[config.mk]
export PLATFORM = sky130hd
export DESIGN_NAME = param_sequence_detector
export DESIGN_NICKNAME = d
export VERILOG_FILES = /design/src/rtl/param_sequence_detector.sv
export SDC_FILE = /design/constraint.sdc
export NUM_CORES = 1
export LEC_CHECK = 0
export CORE_MARGIN = 2
export CORE_UTILIZATION = 56
export DETAILED_ROUTE_END_ITERATION = 10
export PLACE_DENSITY = 0.84
export SLEW_MARGIN = 10
export SYNTH_ARGS = -nofsm -noshare
export SYNTH_HDL_FRONTEND = slang
export SYNTH_SLANG_ARGS = --single-unit
[constraint.sdc]
create_clock -name clk -period 4.8 [get_ports clk]
set_input_delay 0.96 -clock clk [delete_from_list [all_inputs] [get_ports clk]]
set_output_delay 0.96 -clock clk [all_outputs]
set_load 0.02 [all_outputs]
[src/rtl/param_sequence_detector.sv]
`default_nettype none
// ============================================================================
// Module   : param_sequence_detector
// Brief    : Runtime-programmable serial pattern detector with Moore/Mealy
//            output timing, overlap control and a saturating match counter.
// Revision : 1.0
// ============================================================================
module param_sequence_detector #(
    parameter int                 MAX_LEN         = 8,
    parameter int                 CNT_WIDTH       = 16,
    parameter logic [MAX_LEN-1:0] DEFAULT_PATTERN = 8'b0000_1011,
    parameter int                 DEFAULT_LEN     = 4,
    parameter int                 LEN_W           = $clog2(MAX_LEN + 1)
) (
    input  logic                 clk,
    input  logic                 reset,
    input  logic                 data_serial,
    input  logic                 data_valid,
    input  logic                 cfg_load,
    input  logic [MAX_LEN-1:0]   cfg_pattern,
    input  logic [LEN_W-1:0]     cfg_len,
    input  logic                 cfg_overlap,
    input  logic                 cfg_mealy,
    input  logic                 count_clear,
    output logic                 data_out,
    output logic [CNT_WIDTH-1:0] match_count,
    output logic                 cfg_error
);

    localparam logic [LEN_W-1:0]     c_fill_max = LEN_W'(MAX_LEN);
    localparam logic [LEN_W-1:0]     c_fill_one = LEN_W'(1);
    localparam logic [LEN_W:0]       c_ext_one  = (LEN_W + 1)'(1);
    localparam logic [CNT_WIDTH-1:0] c_cnt_max  = '1;
    localparam logic [CNT_WIDTH-1:0] c_cnt_one  = CNT_WIDTH'(1);

    logic [MAX_LEN-1:0]   r_pattern;
    logic [LEN_W-1:0]     r_len;
    logic                 r_overlap;
    logic                 r_mealy;
    logic                 r_error;
    // Only MAX_LEN-1 past bits are kept; the incoming bit completes the window.
    logic [MAX_LEN-2:0]   r_history;
    logic [LEN_W-1:0]     r_fill;
    logic                 r_moore_out;
    logic [CNT_WIDTH-1:0] r_count;

    logic [MAX_LEN-1:0]   w_window;
    logic [MAX_LEN-1:0]   w_mask;
    logic                 w_fill_ok;
    logic                 w_len_bad;
    logic                 w_match;

    assign w_window = {r_history, data_serial};

    for (genvar g = 0; g < MAX_LEN; g++) begin : g_mask
        assign w_mask[g] = (r_len > LEN_W'(g));
    end

    assign w_fill_ok = (({1'b0, r_fill} + c_ext_one) >= {1'b0, r_len});
    assign w_len_bad = (cfg_len == '0) || (cfg_len > c_fill_max);

    // A bit arriving together with cfg_load is discarded, so it never matches.
    assign w_match = data_valid && !cfg_load && !r_error && w_fill_ok &&
                     (((w_window ^ r_pattern) & w_mask) == '0);

    always_ff @(posedge clk) begin
        if (reset) begin
            r_pattern   <= DEFAULT_PATTERN;
            r_len       <= LEN_W'(DEFAULT_LEN);
            r_overlap   <= 1'b1;
            r_mealy     <= 1'b0;
            r_error     <= 1'b0;
            r_history   <= '0;
            r_fill      <= '0;
            r_moore_out <= 1'b0;
            r_count     <= '0;
        end else begin
            if (count_clear) begin
                r_count <= '0;
            end else if (w_match && (r_count != c_cnt_max)) begin
                r_count <= r_count + c_cnt_one;
            end

            if (cfg_load) begin
                r_pattern   <= cfg_pattern;
                r_len       <= cfg_len;
                r_overlap   <= cfg_overlap;
                r_mealy     <= cfg_mealy;
                r_error     <= w_len_bad;
                r_history   <= '0;
                r_fill      <= '0;
                r_moore_out <= 1'b0;
            end else begin
                r_moore_out <= w_match;
                if (data_valid) begin
                    r_history <= w_window[MAX_LEN-2:0];
                    if (w_match && !r_overlap) begin
                        r_fill <= '0;
                    end else if (r_fill != c_fill_max) begin
                        r_fill <= r_fill + c_fill_one;
                    end
                end
            end
        end
    end

    assign data_out    = r_mealy ? w_match : r_moore_out;
    assign match_count = r_count;
    assign cfg_error   = r_error;

endmodule
`default_nettype wire

==> metrics, run 1 <==
clock sinks 43; post-synth cell types 38; worst hold path class reg2reg; RSZ-0062 raised after global routing no; Post-CTS Setup Bufs 0; Yosys reg bits 43; 1st-pass router iterations 4; met3 usage 4.795%; Clock transition at path regs 0.08 ns; DP Wirelength 3324 um; I/O Buffers 37; power density over the cells 266.8 nW/um^2; Setup TNS 0 ns; total core area 3633 sq um; Min-Delay Startpoint match_count[9]; dpl cell area 2497 sq um; Overall Power 0.6940 mW; cell count of the worst hold path 2; CTS tree done; Starting Density 57.68%; reg2reg setup slack 1.89 ns; required time of the critical path 3.84 ns; worst r2r src r_fill[0]; die height 65.18 um; fin crit period 4.079 ns; GRT Total Usage 23.48%; max frequency 0.2451 GHz; initial antenna violation count 0; H-tree depth 2; Worst R2R End match_count[13]; leakage power 0.9337 nW; largest net degree at the start of global routing 29; average size of a mapped cell 8.806 sq um; busiest grt layer met2; r2r worst-path depth 8; Hold Vio Cnt, Final 0; CP startpoint kind primary input; Final #Nets 302; I/O Pins 38; Filler Cell Count 307; Total Die Area 4248 sq um; first-pass GRT wire length 7797 um; Slew @ Worst Pin 0.5853 ns; CTS Buf Count 5; Vias/cell 5.735; Mapped Area 2096 sq um; clock root buffer clkbuf_8; critical path arrival 3.12 ns; Max rail drop VDD 0.0001885 V; setup ws final 0.7205 ns; Setup crit end kind output port; Crit Path Max Fanout 6; drt wl/cell 13.80 um; yosys warns 0; Worst Hold Path EP match_count[9]; die width 65.18 um; routed vias 1858; Slew HR 60.89%; Placer Congestion 0.8067; Bufs on Longest Clock Path 2; commonest non-fill, non-tap cell in the layout dfxtp_1; WL final 4470 um; grt ovf 0; Yosys top cell by area dfxtp_1; vias in the first global route 1692; Setup Skew 0.009303 ns; Setup WS pre-CTS 0.7286 ns; antenna diode count 0; share of layout cells above drive strength 1 5.797%; post_cts resized 0; area delta synth->final 24.12%; antenna-violating nets left 0; Crit Path Class in2out; DRC Markers 0; GR Util met1 31.53%; Site Rows 22; max_cap viols 0; most frequent cells in the layout 43 x dfxtp_1, 37 x clkdlybuf4s50_1, 25 x nor2_1, 22 x mux2i_1, 20 x a21oi_1; worst skew pair latency 0.30 ns; crit path from cfg_load; GRT met2 Usage 38.01%; syn nets 265; Initial DRC Count 128; Final Cycle Share 84.99%; setup violators final 0; sequential share of the synthesized area 41.07%; Post-Syn Instances 238; Finished Cell Area 2601 sq um; status completed; Slew Viols, Final 0; Synth area leaders dfxtp_1 41%, mux2i_1 11%, a21oi_1 4.8%, nor2_1 4.5%, ha_1 4.2%; Synth top area share 41.07%; worst hold margin 0.5114 ns; CTS hold repair buffers 0
[flip-flops by register name, summed over array words and instances, names as in the netlist]
signal and flops:
cfg_error 1, match_count 16, r_fill 4, r_history 7, r_len 4, r_mealy 1, r_moore_out 1, r_overlap 1
r_pattern 8
[worst max-delay path, stage by stage]
cell and delay (ns):
clkdlybuf4s50_1 0.47, nor2_4 0.14, o211ai_1 0.12, nor4_2 0.35, nand3_1 0.25, mux2i_1 0.21
clkdlybuf4s50_1 0.62
[synth_stat cells]
| cell | count |
|---|---|
| and4_1 | 1 |
| nand2_1 | 12 |
| mux2i_1 | 22 |
| nand4_1 | 2 |
| clkbuf_1 | 4 |
| and3_1 | 2 |
| buf_1 | 2 |
| a211oi_1 | 3 |
| nor2_1 | 25 |
| or4_1 | 5 |
| nand3_1 | 15 |
| o31a_1 | 1 |
| xor2_1 | 3 |
| nor2_4 | 1 |
| ha_1 | 7 |
| nor4_2 | 1 |
| nor3b_1 | 1 |
| nand4_2 | 1 |
| inv_1 | 11 |
| dfxtp_1 | 43 |
| o21a_1 | 1 |
| or3_1 | 9 |
| nor3_1 | 3 |
| xnor2_1 | 9 |
| nand2b_1 | 1 |
| o22ai_1 | 1 |
| o21ai_0 | 13 |
| o211ai_1 | 2 |
| a31oi_1 | 1 |
| nor3_2 | 1 |
| o31ai_1 | 7 |
| a21oi_1 | 20 |
| buf_2 | 2 |
| nor4_1 | 1 |
| buf_6 | 1 |
| or4b_1 | 1 |
| or2_2 | 2 |
| nand3b_1 | 1 |
[per-layer routing]
layer | part of all wire [%] | vias up
met1 | 48 | 880
li1 | - | 929
met2 | 47 | 43
met5 | 0 | -
met4 | 1.3 | 0
met3 | 3.9 | 6
[power by group]
group	switching [mW]	internal (mW)
Combinational	0.0312	0.0355
Sequential	0.00934	0.365
Clock	0.122	0.131
Total	0.163	0.531
[through the flow]
stage,cells,utilization (%)
after floorplan,238,-
after global placement,316,68.73
after detailed placement,316,68.73
after CTS,324,71.59
after global routing,324,71.59
final,324,71.59
[cells by family after synthesis]
kind of cell | Yosys count | share of synthesized area [%]
buffers and inverters | 20 | 4.060
flip-flops | 43 | 41.07
AND/OR/NAND/NOR | 85 | 21.61
XOR/XNOR | 12 | 5.015
AO/OA/AOI/OAI | 49 | 13.55
adder cells (fa/ha/maj) | 7 | 4.179
multiplexers | 22 | 10.51
[cell type report]
cell class | count | area, sq um | share of cell area (%)
Clock inverter | 1 | 7.507 | 0.2886
Inverter | 11 | 41.29 | 1.587
Timing Repair Buffer | 39 | 385.4 | 14.81
Sequential cell | 43 | 860.8 | 33.09
Tap cell | 48 | 60.06 | 2.309
Clock buffer | 7 | 96.34 | 3.704
Multi-Input combinational cell | 175 | 1150 | 44.20
[worst max path at each step]
| stage | to |
|---|---|
| 3_5_place_dp | data_out |
| 2_1_floorplan | data_out |
| 3_3_place_gp | data_out |
| 5_1_grt | data_out |
| 6_report | data_out |
| 4_1_cts | data_out |
Note: power is estimated with default switching activity, not from simulation.
==> inputs of run 2 (changes only) <==
CORE_UTILIZATION = 52   (was 56)
PLACE_DENSITY = 0.79   (was 0.84)
clock period = 4 ns   (was 4.8 ns; I/O delays follow)
==> run 2 against run 1 <==
Utilization shrank 5.4 points. Non-clock buffer count grew 1. Sequential share of layout area shrank 0.11 points. Final area grew 0.34%. Worst setup slack lost 0.36 ns. Routed wire length shrank 1.8%. Critical path depth is the same. Global-route usage shrank 1.7 points. Count of clock-buffer cells in the layout shrank 1. First-iteration DRC count shrank 22%.
==> metrics, run 2 (synthesis results as in run 1) <==
status completed (unchanged); 1st-pass router iterations 4 (unchanged); Setup crit end kind output port (unchanged); Initial DRC Count 100 (was 128); clock root buffer clkbuf_8 (unchanged); Max rail drop VDD 0.0002479 V (was 0.0001885 V); required time of the critical path 3.20 ns (was 3.84 ns); routed vias 1838 (was 1858); CP startpoint kind primary input (unchanged); Reg power frac 52.6% (was 54.0%); initial antenna violation count 0 (unchanged); Placer Congestion 0.7354 (was 0.8067); Slew Viols, Final 0 (unchanged); Setup Skew 0.008619 ns (was 0.009303 ns); RSZ-0062 raised after global routing no (unchanged); Slew HR 60.09% (was 60.89%); grt ovf 0 (unchanged); die width 67.49 um (was 65.18 um); Slew @ Worst Pin 0.5968 ns (was 0.5853 ns); Site Rows 23 (was 22); Total Die Area 4554 sq um (was 4248 sq um); fin crit period 3.637 ns; worst skew pair latency 0.30 ns (about the same); area delta synth->final 24.54% (was 24.12%); Crit Path Class in2out (unchanged); max_cap viols 0 (unchanged); worst hold margin 0.4848 ns (was 0.5114 ns); GRT Total Usage 21.75% (was 23.48%); commonest non-fill, non-tap cell in the layout dfxtp_1 (unchanged); DP Wirelength 3182 um (was 3324 um); DRC Markers 0 (unchanged); Overall Power 0.8541 mW (was 0.6940 mW); Vias/cell 5.638 (was 5.735); Bufs on Longest Clock Path 2 (unchanged); Clock transition at path regs 0.07 ns (was 0.08 ns); first-pass GRT wire length 7472 um (was 7797 um); Clk pwr share 38.0% (was 36.4%); die height 67.49 um (was 65.18 um); critical path arrival 2.84 ns (was 3.12 ns); total core area 3943 sq um (was 3633 sq um); Post-Route M1 WL 2109 um (was 2149 um); Final Cycle Share 90.93%; Largest register FFs 16 (unchanged); CTS hold repair buffers 0 (unchanged); sw frac 22.26% (was 23.42%); share of layout cells above drive strength 1 5.435% (was 5.797%); Post-CTS Setup Bufs 0 (unchanged); Met2 Wirelength 2092 um (was 2083 um); post_cts resized 0 (unchanged); Crit Path Max Fanout 2 (was 6); power density over the cells 327.2 nW/um^2 (was 266.8 nW/um^2); leakage power 0.9387 nW (was 0.9337 nW); Starting Density 53.16% (was 57.68%); CTS Buf Count 5 (unchanged); Final #Nets 303 (was 302); metal3 WL 131 um (was 176 um); most frequent cells in the layout 43 x dfxtp_1, 37 x clkdlybuf4s50_1, 25 x nor2_1, 22 x mux2i_1, 20 x a21oi_1 (unchanged); clock sinks 43 (unchanged); Internal 0.6640 mW (was 0.5315 mW); Hold Vio Cnt, Final 0 (unchanged); max frequency 0.2750 GHz; H-tree depth 2 (unchanged); worst hold path class reg2reg (unchanged); antenna diode count 0 (unchanged); drt wl/cell 13.46 um (was 13.80 um); largest net degree at the start of global routing 29 (unchanged); I/O Pins 38 (unchanged); top sig layer met4 (unchanged); Setup TNS 0 ns (unchanged); antenna-violating nets left 0 (unchanged); vias in the first global route 1610 (was 1692); setup violators final 0 (unchanged); CTS tree done (unchanged); Comb power frac 9.4% (was 9.6%); WL final 4389 um (was 4470 um); I/O Buffers 37 (unchanged); post-layout util 66.20% (was 71.59%); net load switching power 0.1901 mW (was 0.1625 mW)
## run 2: per-layer routing
layer | global-route usage, % | vias up
met3 | 5.000 | 7
met2 | 35.17 | 30
li1 | - | 935
met4 | 6.122 | 0
met1 | 28.96 | 866
met5 | 0 | -
## run 2: worst max-delay path: stages
cell and delay [ns]:
clkdlybuf4s50_1 0.46, nor2_4 0.13, o211ai_1 0.12, nor4_2 0.37
nand3_1 0.15, mux2i_1 0.18, clkdlybuf4s50_1 0.63
## run 2: worst paths after layout
check | start | endpoint | slack (ns) | cells after the start
worst min-delay path | r_overlap | r_overlap | 0.48 | 2
worst max register to register | r_fill[0] | match_count[15] | 1.10 | 8
worst max-delay path | cfg_load | data_out | 0.36 | 7
worst min register to register | r_overlap | r_overlap | 0.48 | 2
## run 2: per-stage QoR
stage	setup slack [ns]	std cells	area, sq um
final	0.3630	326	2610
after global routing	0.1979	326	2610
after CTS	0.3580	326	2610
after detailed placement	0.3716	319	2507
after global placement	0.3670	319	2507
after floorplan	1.134	238	2096
## run 2: power by group through the flow
stage | clock network, mW | logic, mW | registers (mW)
floorplan | 0 | 0.0481 | 0.457
global placement | 0 | 0.0783 | 0.459
detailed placement | 0 | 0.0801 | 0.459
CTS | 0.331 | 0.0809 | 0.449
global route | 0.349 | 0.0890 | 0.451
finish | 0.325 | 0.0804 | 0.449
## run 2: layout make-up
class / count / area [sq um]
Multi-Input combinational cell: 175 / 1150
Inverter: 11 / 41.29
Fill cell: 328 / 1333
Clock inverter: 1 / 30.03
Clock buffer: 6 / 72.57
Tap cell: 50 / 62.56
Sequential cell: 43 / 860.8
Timing Repair Buffer: 40 / 392.9
==> inputs of run 3 (changes only) <==
ABC_CLOCK_PERIOD_IN_PS = 4000   (was default)
CORE_UTILIZATION = 35   (was 52)
PLACE_DENSITY = default   (was 0.79)
==> run 3 against run 2 <==
Routed wire length grew 2.7%. Clock skew grew 0.0022 ns. Via count decreased by 3.3%. Worst setup slack lost 0.064 ns. Sequential power barely moved. Sequential share of layout area decreased by 0.17 points. Largest cell class unchanged. Largest power group unchanged.
==> metrics, run 3 (synthesis results as in run 1) <==
vias in the first global route 1669 (was 1610); Setup WS pre-CTS 0.2993 ns (was 0.3716 ns); Vias/cell 5.048 (was 5.638); setup violators final 0 (unchanged); Min-Delay Startpoint r_overlap (unchanged); Max rail drop VDD 0.0001460 V (was 0.0002479 V); Final #Nets 303 (unchanged); I/O Pins 38 (unchanged); antenna-violating nets left 0 (unchanged); post_cts resized 0 (unchanged); Final Cycle Share 92.52% (was 90.93%); routed vias 1777 (was 1838); status completed (unchanged); Starting Density 35.82% (was 53.16%); commonest non-fill, non-tap cell in the layout dfxtp_1 (unchanged); Site Rows 28 (was 23); area delta synth->final 25.19% (was 24.54%); CTS Buf Count 5 (unchanged); Hold Vio Cnt, Final 0 (unchanged); CTS hold repair buffers 0 (unchanged); Bufs on Longest Clock Path 2 (unchanged); 1st-pass router iterations 4 (unchanged); Slew Viols, Final 0 (unchanged); Clock transition at path regs 0.09 ns (was 0.07 ns); H-tree depth 2 (unchanged); Comb power frac 10.0% (was 9.4%); RSZ-0062 raised after global routing no (unchanged); I/O Buffers 37 (unchanged); setup ws final 0.2992 ns (was 0.3630 ns); crit path from cfg_load (unchanged); largest net degree at the start of global routing 29 (unchanged); worst hold path class reg2reg (unchanged); worst skew pair latency 0.30 ns (about the same); worst hold margin 0.4796 ns (was 0.4848 ns); Clk pwr share 34.0% (was 38.0%); Total Die Area 6623 sq um (was 4554 sq um); Setup crit end kind output port (unchanged); max_cap viols 0 (unchanged); DP Wirelength 3282 um (was 3182 um); drt wl/cell 12.80 um (was 13.46 um); post-layout util 44.85% (was 66.20%); WL final 4506 um (was 4389 um); DRC Markers 0 (unchanged); sw frac 24.81% (was 22.26%); first-pass GRT wire length 7707 um (was 7472 um); total core area 5851 sq um (was 3943 sq um); GRT Total Usage 15.05% (was 21.75%); Reg power frac 56.0% (was 52.6%); Internal 0.6029 mW (was 0.6640 mW); Crit Path Max Fanout 2 (unchanged); Slew HR 58.68% (was 60.09%); clock root buffer clkbuf_8 (unchanged); die height 81.38 um (was 67.49 um); fin crit period 3.701 ns (was 3.637 ns); CP startpoint kind primary input (unchanged); CTS tree done (unchanged); initial antenna violation count 0 (unchanged); share of layout cells above drive strength 1 5.776% (was 5.435%); Placer Congestion 0.7953 (was 0.7354); die width 81.38 um (was 67.49 um); Initial DRC Count 78 (was 100); clock sinks 43 (unchanged); critical path arrival 2.90 ns (was 2.84 ns); antenna diode count 0 (unchanged); net load switching power 0.1990 mW (was 0.1901 mW); most frequent cells in the layout 43 x dfxtp_1, 37 x clkdlybuf4s50_1, 25 x nor2_1, 22 x mux2i_1, 20 x a21oi_1 (unchanged); required time of the critical path 3.20 ns (about the same); Largest register FFs 16 (unchanged); power density over the cells 305.6 nW/um^2 (was 327.2 nW/um^2); max frequency 0.2702 GHz (was 0.2750 GHz); worst r2r src r_fill[0] (unchanged); Post-CTS Setup Bufs 0 (unchanged); Crit Path Class in2out (unchanged); grt ovf 0 (unchanged); Setup Skew 0.01084 ns (was 0.008619 ns); Setup TNS 0 ns (unchanged); leakage power 0.9286 nW (was 0.9387 nW); Slew @ Worst Pin 0.6179 ns (was 0.5968 ns)
## run 3: metal layers
layer | vias to the layer above | routed length, um | track usage [%]
met5 | - | 0 | 0
met4 | 0 | 113 | 6.949
met3 | 9 | 130 | 2.667
met2 | 32 | 1974 | 22.38
met1 | 805 | 2287 | 21.02
li1 | 931 | - | -
## run 3: area by class of cell
cell class,instances,area [sq um]
clock buffers,6,72.57
clock inverters,2,12.51
fillers,568,3227
inverters,11,41.29
multi-input cells,175,1150
flip-flops and latches,43,860.8
well taps,75,93.84
repair buffers,40,392.9
## run 3: path summary, 6_finish.rpt
path	to	slack, ns	cells after the start
worst min-delay path	r_overlap	0.48	2
worst max-delay path	data_out	0.30	7
worst min register to register	r_overlap	0.48	2
worst max register to register	match_count[15]	1.14	8
## run 3: metrics by stage
| stage | std cells | cell area [sq um] | total power, mW |
|---|---|---|---|
| finish | 352 | 2624 | 0.8019 |
| global route | 352 | 2624 | 0.8401 |
| CTS | 352 | 2624 | 0.8122 |
| detailed placement | 344 | 2539 | 0.5398 |
| global placement | 344 | 2539 | 0.5389 |
| floorplan | 238 | 2096 | 0.5052 |
## run 3: power by group through the flow
stage	Combinational, mW	Sequential [mW]	Clock (mW)
2_1_floorplan	0.0481	0.457	0
3_3_place_gp	0.0800	0.459	0
3_5_place_dp	0.0809	0.459	0
4_1_cts	0.0811	0.449	0.282
5_1_grt	0.0902	0.451	0.299
6_report	0.0799	0.449	0.273
## run 3: critical path: stages
cell and delay [ns]:
clkdlybuf4s50_1 0.46, nor2_4 0.13, o211ai_1 0.13, nor4_2 0.35, nand3_1 0.14, mux2i_1 0.23, clkdlybuf4s50_1 0.65
